==> config.mk <==
export PLATFORM = sky130hd
export DESIGN_NAME = serial_adder_flat
export DESIGN_NICKNAME = d
export VERILOG_FILES = /design/src/rtl/serial_adder_pkg.sv /design/src/rtl/serial_adder_if.sv /design/src/rtl/FullAdder1.sv /design/src/rtl/serial_adder.sv /design/src/flat_wrapper.sv
export SDC_FILE = /design/constraint.sdc
export NUM_CORES = 1
export LEC_CHECK = 0
export CAP_MARGIN = 10
export CORE_MARGIN = 3
export CORE_UTILIZATION = 30
export CTS_BUF_LIST = sky130_fd_sc_hd__clkbuf_8
export DETAILED_ROUTE_END_ITERATION = 6
export SYNTH_ARGS = -nofsm -noshare
export SYNTH_HDL_FRONTEND = slang
export SYNTH_SLANG_ARGS = --single-unit
==> constraint.sdc <==
create_clock -name clk -period 1.6 [get_ports clk]
set_input_delay 0.48 -clock clk [delete_from_list [all_inputs] [get_ports clk]]
set_output_delay 0.48 -clock clk [all_outputs]
set_load 0.01 [all_outputs]
==> src/rtl/serial_adder_pkg.sv <==
// Shared types and constants for the bit-serial adder.
// The state encoding and legal WIDTH range are used by serial_adder.
package serial_adder_pkg;

    typedef enum logic [1:0] {
        IDLE  = 2'd0,
        SHIFT = 2'd1,
        DONE  = 2'd2
    } sa_state_e;

    localparam int WIDTH_MIN = 2;
    localparam int WIDTH_MAX = 32;

endpackage

==> src/rtl/serial_adder_if.sv <==
// Request/result bundle for serial_adder; ovf exists only when
// SERIAL_ADDER_OVF_EN is defined.
interface serial_adder_if #(
    parameter int WIDTH = 8
);
    logic             start;
    logic [WIDTH-1:0] a;
    logic [WIDTH-1:0] b;
    logic             cin;
    logic             busy;
    logic             done;
    logic [WIDTH-1:0] sum;
    logic             cout;
`ifdef SERIAL_ADDER_OVF_EN
    logic             ovf;
`endif

`ifdef SERIAL_ADDER_OVF_EN
    modport master (output start, a, b, cin, input busy, done, sum, cout, ovf);
    modport slave  (input start, a, b, cin, output busy, done, sum, cout, ovf);
`else
    modport master (output start, a, b, cin, input busy, done, sum, cout);
    modport slave  (input start, a, b, cin, output busy, done, sum, cout);
`endif
endinterface

==> src/rtl/FullAdder1.sv <==
// One-bit full-adder cell: F is the sum bit, C1 the carry out.
module FullAdder1 (
    input  logic A,
    input  logic B,
    input  logic C0,
    output logic F,
    output logic C1
);

    assign F  = A ^ B ^ C0;
    assign C1 = (A & B) | (C0 & (A ^ B));

endmodule

==> src/rtl/serial_adder.sv <==
// Bit-serial WIDTH-bit adder: one FullAdder1 cell, registered carry, LSB first.
// Define SERIAL_ADDER_OVF_EN to add the signed-overflow output.
module serial_adder
    import serial_adder_pkg::*;
#(
    parameter int WIDTH = 8
) (
    input  logic           clk,
    input  logic           rst_n,
    serial_adder_if.slave  bus
);

    localparam int             CW       = (WIDTH > 1) ? $clog2(WIDTH) : 1;
    localparam logic [CW-1:0]  CNT_LAST = CW'(WIDTH - 1);

    if (WIDTH < WIDTH_MIN || WIDTH > WIDTH_MAX) begin : g_bad_width
        $error("serial_adder: WIDTH out of range");
    end

    sa_state_e        state_q, state_d;
    logic [WIDTH-1:0] a_sh_q, a_sh_d;
    logic [WIDTH-1:0] b_sh_q, b_sh_d;
    logic [WIDTH-1:0] s_sh_q, s_sh_d;
    logic             carry_q, carry_d;
    logic [CW-1:0]    cnt_q, cnt_d;
    logic             busy_q, busy_d;
    logic             done_q, done_d;
    logic [WIDTH-1:0] sum_q, sum_d;
    logic             cout_q, cout_d;
`ifdef SERIAL_ADDER_OVF_EN
    logic             ovf_q, ovf_d;
`endif
    logic             fa_f_s;
    logic             fa_c1_s;

    FullAdder1 u_fa (
        .A  (a_sh_q[0]),
        .B  (b_sh_q[0]),
        .C0 (carry_q),
        .F  (fa_f_s),
        .C1 (fa_c1_s)
    );

    // Next-state and datapath: sum/cout only change on the final shift.
    always_comb begin
        state_d = state_q;
        a_sh_d  = a_sh_q;
        b_sh_d  = b_sh_q;
        s_sh_d  = s_sh_q;
        carry_d = carry_q;
        cnt_d   = cnt_q;
        sum_d   = sum_q;
        cout_d  = cout_q;
`ifdef SERIAL_ADDER_OVF_EN
        ovf_d   = ovf_q;
`endif
        case (state_q)
            IDLE: begin
                if (bus.start) begin
                    a_sh_d  = bus.a;
                    b_sh_d  = bus.b;
                    carry_d = bus.cin;
                    cnt_d   = {CW{1'b0}};
                    state_d = SHIFT;
                end else begin
                    state_d = IDLE;
                end
            end
            SHIFT: begin
                s_sh_d  = {fa_f_s, s_sh_q[WIDTH-1:1]};
                a_sh_d  = {1'b0, a_sh_q[WIDTH-1:1]};
                b_sh_d  = {1'b0, b_sh_q[WIDTH-1:1]};
                carry_d = fa_c1_s;
                cnt_d   = cnt_q + CW'(1);
                if (cnt_q == CNT_LAST) begin
                    sum_d   = {fa_f_s, s_sh_q[WIDTH-1:1]};
                    cout_d  = fa_c1_s;
`ifdef SERIAL_ADDER_OVF_EN
                    // carry_q here is the carry into the MSB.
                    ovf_d   = carry_q ^ fa_c1_s;
`endif
                    state_d = DONE;
                end else begin
                    state_d = SHIFT;
                end
            end
            DONE: begin
                state_d = IDLE;
            end
            default: begin
                state_d = IDLE;
            end
        endcase
        busy_d = (state_d == SHIFT);
        done_d = (state_d == DONE);
    end

    // State, datapath and output registers.
    always_ff @(posedge clk or negedge rst_n) begin
        if (!rst_n) begin
            state_q <= IDLE;
            a_sh_q  <= {WIDTH{1'b0}};
            b_sh_q  <= {WIDTH{1'b0}};
            s_sh_q  <= {WIDTH{1'b0}};
            carry_q <= 1'b0;
            cnt_q   <= {CW{1'b0}};
            busy_q  <= 1'b0;
            done_q  <= 1'b0;
            sum_q   <= {WIDTH{1'b0}};
            cout_q  <= 1'b0;
`ifdef SERIAL_ADDER_OVF_EN
            ovf_q   <= 1'b0;
`endif
        end else begin
            state_q <= state_d;
            a_sh_q  <= a_sh_d;
            b_sh_q  <= b_sh_d;
            s_sh_q  <= s_sh_d;
            carry_q <= carry_d;
            cnt_q   <= cnt_d;
            busy_q  <= busy_d;
            done_q  <= done_d;
            sum_q   <= sum_d;
            cout_q  <= cout_d;
`ifdef SERIAL_ADDER_OVF_EN
            ovf_q   <= ovf_d;
`endif
        end
    end

    assign bus.busy = busy_q;
    assign bus.done = done_q;
    assign bus.sum  = sum_q;
    assign bus.cout = cout_q;
`ifdef SERIAL_ADDER_OVF_EN
    assign bus.ovf  = ovf_q;
`endif

endmodule

==> src/flat_wrapper.sv <==
// flat-port wrapper written by rule: the top's interface ports become plain ports
module serial_adder_flat import serial_adder_pkg::*;
#(
    parameter int WIDTH = 8
)
  (clk, rst_n, bus_start, bus_a, bus_b, bus_cin, bus_busy, bus_done, bus_sum, bus_cout);
  serial_adder_if #(.WIDTH(WIDTH)) bus_i ();
  input  logic clk;
  input  logic rst_n;
  input wire logic [$bits(bus_i.start)-1:0] bus_start;
  input wire logic [$bits(bus_i.a)-1:0] bus_a;
  input wire logic [$bits(bus_i.b)-1:0] bus_b;
  input wire logic [$bits(bus_i.cin)-1:0] bus_cin;
  output wire logic [$bits(bus_i.busy)-1:0] bus_busy;
  output wire logic [$bits(bus_i.done)-1:0] bus_done;
  output wire logic [$bits(bus_i.sum)-1:0] bus_sum;
  output wire logic [$bits(bus_i.cout)-1:0] bus_cout;
  assign bus_i.start = bus_start;
  assign bus_i.a = bus_a;
  assign bus_i.b = bus_b;
  assign bus_i.cin = bus_cin;
  assign bus_busy = bus_i.busy;
  assign bus_done = bus_i.done;
  assign bus_sum = bus_i.sum;
  assign bus_cout = bus_i.cout;
  serial_adder #(.WIDTH(WIDTH)) u_core (.clk(clk), .rst_n(rst_n), .bus(bus_i));
endmodule
==> metrics.csv, run 1 <==
stage;metric;value;unit
clock_network;cts-root-buf;clkbuf_8;
synthesis;synth_top_area_cell;dfrtp_1;
final_layout;fill_cells;521;
worst_setup_path;cp.arrival;1740;ps
synthesis;ys_seq_area_share;57.3;%
final_layout;register_area;1000;um2
route;routed_wl;3330;um
synthesis;synth_fp_nets;141;
timing;worst_hold_slack;251;ps
synthesis;syn_area;1750;um2
timing;max_freq;638;MHz
global_routing;antenna_found_initial;0;
power_and_ir_drop;ir_drop;0.605;mV
die;rows;27;
worst_setup_path;path_class;in -> reg;
route;route.detailed.drc;0;
route;vias;1139;
die;core_area;5570;um2
power_and_ir_drop;clock_power_share;21.9;%
timing;tightest_slew;495;ps
die;start_util;31.3;%
route;drtAntennaViolNets;0;
power_and_ir_drop;power_frac_comb;36.5;%
die;top_level_ports;31;
global_routing;grtUsageTotal;10.9;%
synthesis;ys_warn_count;0;
global_routing;grt_pass1_wl;5620;um
synthesis;syn_inst;118;
place;place_ws;-267;ps
timing;fin_ws;31.5;ps
synthesis;yosysTopAreaCellShare;57.3;%
power_and_ir_drop;cellPowerDensity;1850;nW/um2
synthesis;synth_common_cells;dfrtp_1 (40), mux2_1 (16), o221a_2 (15), or4b_1 (15);
die;dieArea;6770;um2
clock_network;cts_max_level;2;
power_and_ir_drop;p_switching;1.24;mW
run;cap_violations;0;
global_routing;grt_pass1_vias;1150;
final_layout;nets;180;
final_layout;multiInputGateArea;673;um2
worst_setup_path;cp.required;1770;ps
synthesis;syn_avg_cell_area;14.8;um2
timing;hold_viol_final;0;
power_and_ir_drop;p_leak;1.00;nW
global_routing;grt_max_degree;41;
final_layout;area.growth.synth_to_final;31.9;%
place;placed_area;2180;um2
final_layout;n_antenna_cell;0;
power_and_ir_drop;switching_share;29.0;%
worst_setup_path;cp_max_fo;19;
clock_network;clk_path_buf_depth;2;
place;gp_congestion;0.775;
clock_network;cts_buffers;5;
synthesis;ys_ff_latch;40;
synthesis;synth_most_common_cell;dfrtp_1;
clock_network;cts_tree;done;
place;place_inst;221;
die;die_y;82.3;um
clock_network;cts.clk_slew.worst_paths;70;ps
timing;relSlewSlack;67.0;%
outcome;status;completed;
clock_network;clock_sinks;40;
place;place_hpwl;2390;um
route;drt_first_pass_iters;4;
final_layout;final_util;41.3;%
clock_network;insertion_delay;280;ps
power_and_ir_drop;p_seq_share;41.6;%
die;die_x;82.3;um
place;port_buffers;30;
final_layout;final_area;2300;um2
timing;setup_tns;0;ps
timing;finalCriticalPeriod;1570;ps
synthesis;synth_cell_types;22;
timing;slew_violations;0;
worst_setup_path;setup.worst_path.start_class;input port;
timing;fin_skew;5.02;ps
global_routing;grt_overflow;0;
final_layout;drive_gt1_share;22.9;%
final_layout;final_cells;229;
route;drt_iter0_drc;23;
power_and_ir_drop;internal-power;3.03;mW
min_path;min_path_type;in -> async;
timing;timing.final.crit_share;98.0;%
synthesis;synth_area_leaders;dfrtp_1 (57%), mux2_1 (10%), o221a_2 (9.7%);
power_and_ir_drop;power.total;4.27;mW
synthesis;synth_ff_type;dfrtp_1;
timing;setup_viol;0;
worst_setup_path;end_kind;flip-flop;
synthesis;async_flop_share;100;%
synthesis;synth_edf_count;0;
route;wl_per_cell;14.5;um
route;vias_per_cell;4.97;
what timing repair did:
action	CTS	global route
buffers inserted	0	1
gates cloned	0	0
setup endpoints to repair	11	3
hold buffers	0	0
pin swaps	0	1
resized for setup	11	0
registers in the layout, indices dropped and copies added (netlist names):
register and count:
u_core.cnt_q 3, u_core.bus.sum 8, u_core.bus.busy 1, u_core.bus.done 1, u_core.s_sh_q 7, u_core.state_q 2, u_core.bus.cout 1, u_core.b_sh_q 8
u_core.carry_q 1, u_core.a_sh_q 8
final timing paths:
check	depth (start not counted)	to	start	slack, ps
max	4	u_core.b_sh_q[5]$_DFFE_PN0P_	bus_start	30
min in group clk	1	u_core.bus.sum[4]$_DFFE_PN0P_	u_core.bus.sum[4]$_DFFE_PN0P_	490
min	2	u_core.bus.busy$_DFF_PN0_	rst_n	250
max reg2reg	5	u_core.bus.sum[6]$_DFFE_PN0P_	u_core.cnt_q[0]$_DFFE_PN0P_	60
min reg2reg	1	u_core.bus.sum[4]$_DFFE_PN0P_	u_core.bus.sum[4]$_DFFE_PN0P_	490
max in group asynchronous	2	u_core.a_sh_q[7]$_DFFE_PN0P_	rst_n	1010
critical path, cell delays in order:
cell and delay (ps):
clkdlybuf4s50_1 460, buf_4 190, or4b_1 460, o221a_2 140
placed cells by master, fill, tap and decap left out:
| cell | instances |
|---|---|
| nand3b_1 | 1 |
| inv_1 | 2 |
| fa_1 | 1 |
| clkbuf_8 | 5 |
| mux2_1 | 16 |
| a211o_1 | 2 |
| nand2b_1 | 1 |
| nor3b_1 | 2 |
| buf_4 | 11 |
| ha_1 | 2 |
| dlygate4sd2_1 | 11 |
| a22o_1 | 2 |
| or4b_1 | 15 |
| a21oi_1 | 2 |
| o21bai_1 | 1 |
| clkdlybuf4s50_1 | 18 |
| and2b_1 | 1 |
| buf_12 | 2 |
| bufinv_16 | 2 |
| dfrtp_1 | 40 |
| o221a_2 | 15 |
| mux2i_1 | 1 |
| buf_2 | 1 |
| nor4bb_1 | 2 |
| o21ba_1 | 1 |
per-layer routing:
metal,share of wire [%],global-route usage [%]
met1,46,14.1
met2,50,18.0
met4,0,2.49
met3,4.5,3.36
met5,0,0
power by group through the flow:
stage               logic, mW  registers [mW]  clock network (mW)
floorplan               0.984            1.78                   0
detailed placement       1.66            1.80                   0
finish                   1.56            1.77               0.936
CTS                      1.57            1.78               0.968
global route             1.74            1.83                1.02
global placement         1.59            1.78                   0
logic make-up (layout without fill, tap and decap cells):
family	after synthesis	in the layout	share of synthesized area (%)
compound gates	23	23	13.3
flops	40	40	57.3
mux	17	17	10.9
buf+inv	13	52	4.15
simple gates	22	22	11.8
fa+ha+maj	3	3	2.58
final cells by class:
cell class	count	share of cell area (%)
Clock inverter	2	2.61
Multi-Input combinational cell	65	29.2
Inverter	2	0.326
Tap cell	72	3.91
Clock buffer	5	2.99
Timing Repair Buffer	43	17.5
Sequential cell	40	43.4
No activity file was read; power rests on OpenSTA's default activity.
==> inputs of run 2 (changes only) <==
--- a/config.mk
+++ b/config.mk
@@ -10,6 +10,7 @@
 export CORE_UTILIZATION = 30
 export CTS_BUF_LIST = sky130_fd_sc_hd__clkbuf_8
 export DETAILED_ROUTE_END_ITERATION = 6
+export SKIP_CTS_REPAIR_TIMING = 1
 export SYNTH_ARGS = -nofsm -noshare
 export SYNTH_HDL_FRONTEND = slang
 export SYNTH_SLANG_ARGS = --single-unit
==> run 2 against run 1 <==
Against the previous run:
- flip-flop and latch count stayed put
- combinational power is 4% higher
- clock skew hardly changed
- worst setup slack hardly changed
- via count is 0.18% higher
- core utilization is 0.74 points higher
- largest cell class unchanged
- highest routed layer unchanged
==> metrics.csv, run 2 (synthesis gave the netlist of run 1 again) <==
stage;metric;value;unit
die;dieArea;6770;um2
worst_setup_path;end_kind;flip-flop;
place;place_hpwl;2390;um
final_layout;area.growth.synth_to_final;34.3;%
worst_setup_path;cp-startpoint;bus_start;
timing;fin_ws;31.5;ps
worst_setup_path;cp-endpoint;u_core.b_sh_q[5]$_DFFE_PN0P_;
route;drt_first_pass_iters;4;
min_path;min_path_type;in -> async;
final_layout;fill_cells;513;
power_and_ir_drop;power.total;4.32;mW
route;vias_per_cell;4.98;
clock_network;clk_path_buf_depth;2;
clock_network;cts_max_level;2;
worst_setup_path;cp_max_fo;19;
timing;tightest_slew;495;ps
clock_network;cts_tree;done;
worst_setup_path;regToRegSetupSlack;60;ps
die;die_y;82.3;um
global_routing;grt_overflow;0;
final_layout;final_area;2350;um2
place;gp_congestion;0.775;
place;place_ws;-267;ps
route;route.detailed.drc;0;
die;rows;27;
timing;hold_viol_final;0;
final_layout;nets;180;
clock_network;insertion_delay;280;ps
final_layout;final_util;42.1;%
place;port_buffers;30;
route;vias;1141;
timing;relSlewSlack;67.0;%
worst_setup_path;r2r-start;u_core.cnt_q[0]$_DFFE_PN0P_;
clock_network;cts.clk_slew.worst_paths;70;ps
timing;finalCriticalPeriod;1570;ps
final_layout;final_common_cell;dfrtp_1;
final_layout;n_antenna_cell;0;
timing;timing.final.crit_share;98.0;%
power_and_ir_drop;p_leak;1.09;nW
worst_setup_path;cp.required;1770;ps
global_routing;grt_pass1_vias;1150;
global_routing;grtUsageTotal;10.9;%
global_routing;grt_pass1_wl;5620;um
worst_setup_path;cp.arrival;1740;ps
power_and_ir_drop;ir_drop;0.628;mV
final_layout;drive_gt1_share;22.9;%
die;start_util;31.3;%
global_routing;antenna_found_initial;0;
outcome;status;completed;
timing;fin_skew;5.14;ps
place;placed_area;2180;um2
final_layout;final_cell_mix;dfrtp_1 (40), clkdlybuf4s50_1 (18), mux2_1 (16), or4b_1 (15), o221a_2 (15);
global_routing;grt_max_degree;41;
clock_network;clock_sinks;40;
route;wl_per_cell;14.6;um
timing;slew_violations;0;
timing;max_freq;638;MHz
die;core_area;5570;um2
timing;setup_viol;0;
power_and_ir_drop;cellPowerDensity;1840;nW/um2
worst_setup_path;setup.worst_path.start_class;input port;
route;drtAntennaViolNets;0;
route;drt_iter0_drc;22;
worst_setup_path;timing.rr.end;u_core.bus.sum[6]$_DFFE_PN0P_;
run;cap_violations;0;
worst_setup_path;reg2reg_depth;5;
clock_network;cts-root-buf;clkbuf_8;
route;routed_wl;3340;um
die;top_level_ports;31;
clock_network;cts_buffers;5;
worst_setup_path;path_class;in -> reg;
die;die_x;82.3;um
timing;worst_hold_slack;251;ps
[run 2: worst min-delay path by stage]
stage	slack [ps]	endpoint	startpoint
after floorplan	180	u_core.a_sh_q[0]$_DFFE_PN0P_	rst_n
after CTS	260	u_core.a_sh_q[2]$_DFFE_PN0P_	rst_n
after global placement	470	u_core.bus.sum[0]$_DFFE_PN0P_	u_core.s_sh_q[1]$_DFFE_PN0P_
after detailed placement	490	u_core.bus.sum[4]$_DFFE_PN0P_	u_core.bus.sum[4]$_DFFE_PN0P_
after global routing	280	u_core.a_sh_q[2]$_DFFE_PN0P_	rst_n
final	250	u_core.bus.busy$_DFF_PN0_	rst_n
[run 2: layout make-up]
type                    instances  area [um2]  share of cell area [%]
flip-flops and latches         40        1000                    42.7
multi-input cells              65         673                    28.7
repair buffers                 43         445                    19.0
clock inverters                 2        60.1                    2.56
well taps                      72        90.1                    3.84
clock buffers                   5        68.8                    2.93
inverters                       2        7.51                   0.320
[run 2: critical path, stage by stage]
cell	delay, ps
clkdlybuf4s50_1	460
buf_4	190
or4b_1	460
o221a_2	140
[run 2: power by group]
group          total, mW  internal (mW)  switching (mW)  leakage [nW]
Combinational       1.62          0.980           0.636         0.554
Clock              0.936          0.614           0.322        0.0642
Sequential          1.77           1.49           0.281         0.476
Total               4.32           3.09            1.24          1.09
[run 2: per-layer routing]
layer  wire length [um]  global-route usage [%]  vias up
met5                  0                       0        -
met4                  0                    2.49        0
met3                168                    3.36        0
met2               1650                    18.0       24
met1               1520                    14.1      572
li1                   -                       -      545
[run 2: stage by stage]
step,std cells,TNS (ps)
3_5_place_dp,221,-4330
3_3_place_gp,221,-3700
6_report,229,0
4_1_cts,228,-667
5_1_grt,229,-0.344
2_1_floorplan,118,0
==> inputs of run 3 (changes only) <==
--- a/config.mk
+++ b/config.mk
@@ -10,6 +10,7 @@
 export CORE_UTILIZATION = 30
 export CTS_BUF_LIST = sky130_fd_sc_hd__clkbuf_8
 export DETAILED_ROUTE_END_ITERATION = 6
+export SETUP_SLACK_MARGIN = 0.15
 export SKIP_CTS_REPAIR_TIMING = 1
 export SYNTH_ARGS = -nofsm -noshare
 export SYNTH_HDL_FRONTEND = slang
==> run 3 against run 2 <==
Against the previous run:
- critical endpoint is now u_core.bus.sum[2]$_DFFE_PN0P_
- sequential share of layout area is 0.75 points higher
- clock power is 35% lower
- non-clock buffer count is 1 lower
- maximum frequency is 2.7% higher
- register-to-register slack hardly changed
- via count is 1.9% lower
- core utilization is 0.63 points lower
- critical path type is now reg -> reg
- die area stayed put
- clock-buffer cell count stayed put
- combinational power hardly changed
- critical path depth is 1 higher
- worst setup slack better by 41 ps
- largest cell class unchanged
==> metrics.csv, run 3 (synthesis gave the netlist of run 1 again) <==
stage;metric;value;unit
outcome;status;completed;
route;drt_iter0_drc;63;
worst_setup_path;r2r-start;u_core.cnt_q[0]$_DFFE_PN0P_;
place;place_hpwl;2400;um
worst_setup_path;max_stage_delay;400;ps
worst_setup_path;cp_max_fo;11;
worst_setup_path;setup.worst_path.start_class;flip-flop;
place;place_ws;-319;ps
timing;fin_ws;72.9;ps
route;wl_per_cell;14.8;um
route;drt_first_pass_iters;4;
place;placed_area;2180;um2
power_and_ir_drop;p_switching;1.22;mW
global_routing;grt_pass1_vias;1150;
run;cap_violations;0;
die;die_y;82.3;um
worst_setup_path;end_kind;flip-flop;
timing;relSlewSlack;81.3;%
route;route.detailed.drc;0;
worst_setup_path;reg2reg_depth;5;
worst_setup_path;cp_cell_sequence;ha_1 > ha_2 > nand3b_1 > buf_12 > mux2_1;
global_routing;grt_max_degree;41;
power_and_ir_drop;p_leak;1.08;nW
timing;setup_tns;0;ps
timing;rsz0062_at_grt;true;
timing;hold_viol_final;0;
timing;max_freq;655;MHz
final_layout;final_cells;228;
final_layout;final_common_cell;dfrtp_1;
global_routing;grtUsageTotal;11.3;%
die;rows;27;
clock_network;cts.clk_slew.worst_paths;70;ps
power_and_ir_drop;internal-power;2.76;mW
worst_setup_path;cp_slowest_cell;dfrtp_1;
power_and_ir_drop;switching_share;30.7;%
route;vias;1119;
worst_setup_path;cp.required;1760;ps
final_layout;n_antenna_cell;0;
min_path;min_path_type;in -> async;
power_and_ir_drop;clock_power_share;15.3;%
power_and_ir_drop;power_frac_comb;40.1;%
global_routing;antenna_found_initial;0;
worst_setup_path;regToRegSetupSlack;70;ps
final_layout;final_area;2310;um2
worst_setup_path;path_class;reg -> reg;
timing;finalCriticalPeriod;1530;ps
place;place_inst;220;
worst_setup_path;timing.rr.end;u_core.bus.sum[2]$_DFFE_PN0P_;
die;start_util;31.3;%
route;drtAntennaViolNets;0;
final_layout;nets;179;
worst_setup_path;cp-endpoint;u_core.bus.sum[2]$_DFFE_PN0P_;
clock_network;clk_path_buf_depth;2;
clock_network;cts_tree;done;
route;vias_per_cell;4.91;
clock_network;clock_sinks;40;
global_routing;grt_pass1_wl;5640;um
power_and_ir_drop;cellPowerDensity;1720;nW/um2
clock_network;insertion_delay;290;ps
place;port_buffers;30;
power_and_ir_drop;p_seq_share;44.6;%
clock_network;cts_buffers;5;
global_routing;grt_overflow;0;
final_layout;drive_gt1_share;24.4;%
clock_network;cts-root-buf;clkbuf_8;
timing;tightest_slew;277;ps
route;routed_wl;3380;um
power_and_ir_drop;ir_drop;0.779;mV
clock_network;cts_max_level;2;
die;dieArea;6770;um2
final_layout;final_cell_mix;dfrtp_1 (38), clkdlybuf4s50_1 (17), mux2_1 (16), or4b_1 (15), o221a_2 (15);
timing;slew_violations;0;
die;die_x;82.3;um
final_layout;area.growth.synth_to_final;32.3;%
timing;timing.final.crit_share;95.4;%
timing;fin_skew;8.06;ps
die;top_level_ports;31;
worst_setup_path;cp.arrival;1690;ps
worst_setup_path;cp-startpoint;u_core.cnt_q[0]$_DFFE_PN0P_;
place;gp_congestion;0.777;
die;core_area;5570;um2
timing;setup_viol;0;
==> run 3: cell types whose count changed in the layout (fill, tap and decap cells not counted), sizes merged <==
cell | before | now
buf | 14 | 12
bufinv | 2 | 0
clkbuf | 5 | 6
clkdlybuf4s50 | 18 | 17
clkinv | 0 | 1
dlymetal6s2s | 11 | 12
inv | 2 | 3
==> run 3: worst min-delay path by stage <==
stage | from | end | slack [ps] | cells after the start
2_1_floorplan | rst_n | u_core.a_sh_q[0]$_DFFE_PN0P_ | 180 | 0
3_3_place_gp | rst_n | u_core.cnt_q[1]$_DFFE_PN0P_ | 460 | 2
3_5_place_dp | rst_n | u_core.cnt_q[2]$_DFFE_PN0P_ | 470 | 2
4_1_cts | rst_n | u_core.b_sh_q[4]$_DFFE_PN0P_ | 160 | 2
5_1_grt | rst_n | u_core.s_sh_q[6]$_DFFE_PN0P_ | 150 | 2
6_report | rst_n | u_core.cnt_q[2]$_DFFE_PN0P_ | 150 | 2
==> run 3: layout make-up <==
cell class              instances  area [um2]
fillers                       517        3260
flip-flops and latches         40        1000
multi-input cells              65         682
repair buffers                 42         450
well taps                      72        90.1
clock buffers                   5        68.8
clock inverters                 2        8.76
inverters                       2        7.51
==> run 3: critical path: cells and delay by family (launching register included) <==
family        cells  cell delay (ps)
flops             1              400
mux               1              320
fa+ha+maj         2              400
buf+inv           1              150
simple gates      1              130
==> run 3: through the flow <==
step | power, mW | utilization [%] | hold WS (ps)
2_1_floorplan | 2.78 | - | 184
3_3_place_gp | 3.34 | 39.1 | 462
3_5_place_dp | 3.40 | 39.1 | 471
4_1_cts | 4.03 | 40.4 | 157
5_1_grt | 4.31 | 41.5 | 154
6_report | 3.98 | 41.5 | 150
==> run 3: power groups by stage <==
stage | Sequential, mW | Combinational [mW] | Clock [mW]
6_report | 1.78 | 1.60 | 0.611
5_1_grt | 1.85 | 1.76 | 0.694
4_1_cts | 1.78 | 1.61 | 0.637
3_5_place_dp | 1.79 | 1.61 | 0
3_3_place_gp | 1.79 | 1.55 | 0
2_1_floorplan | 1.78 | 0.994 | 0
==> run 3: layer usage <==
layer	share of wire, %	GRT usage [%]	routed length, um	up-vias
li1	-	-	-	535
met1	46	15.2	1570	564
met2	50	17.0	1680	18
met3	3.5	4.56	117	2
met4	0.36	2.49	12	0
met5	0	0	0	-
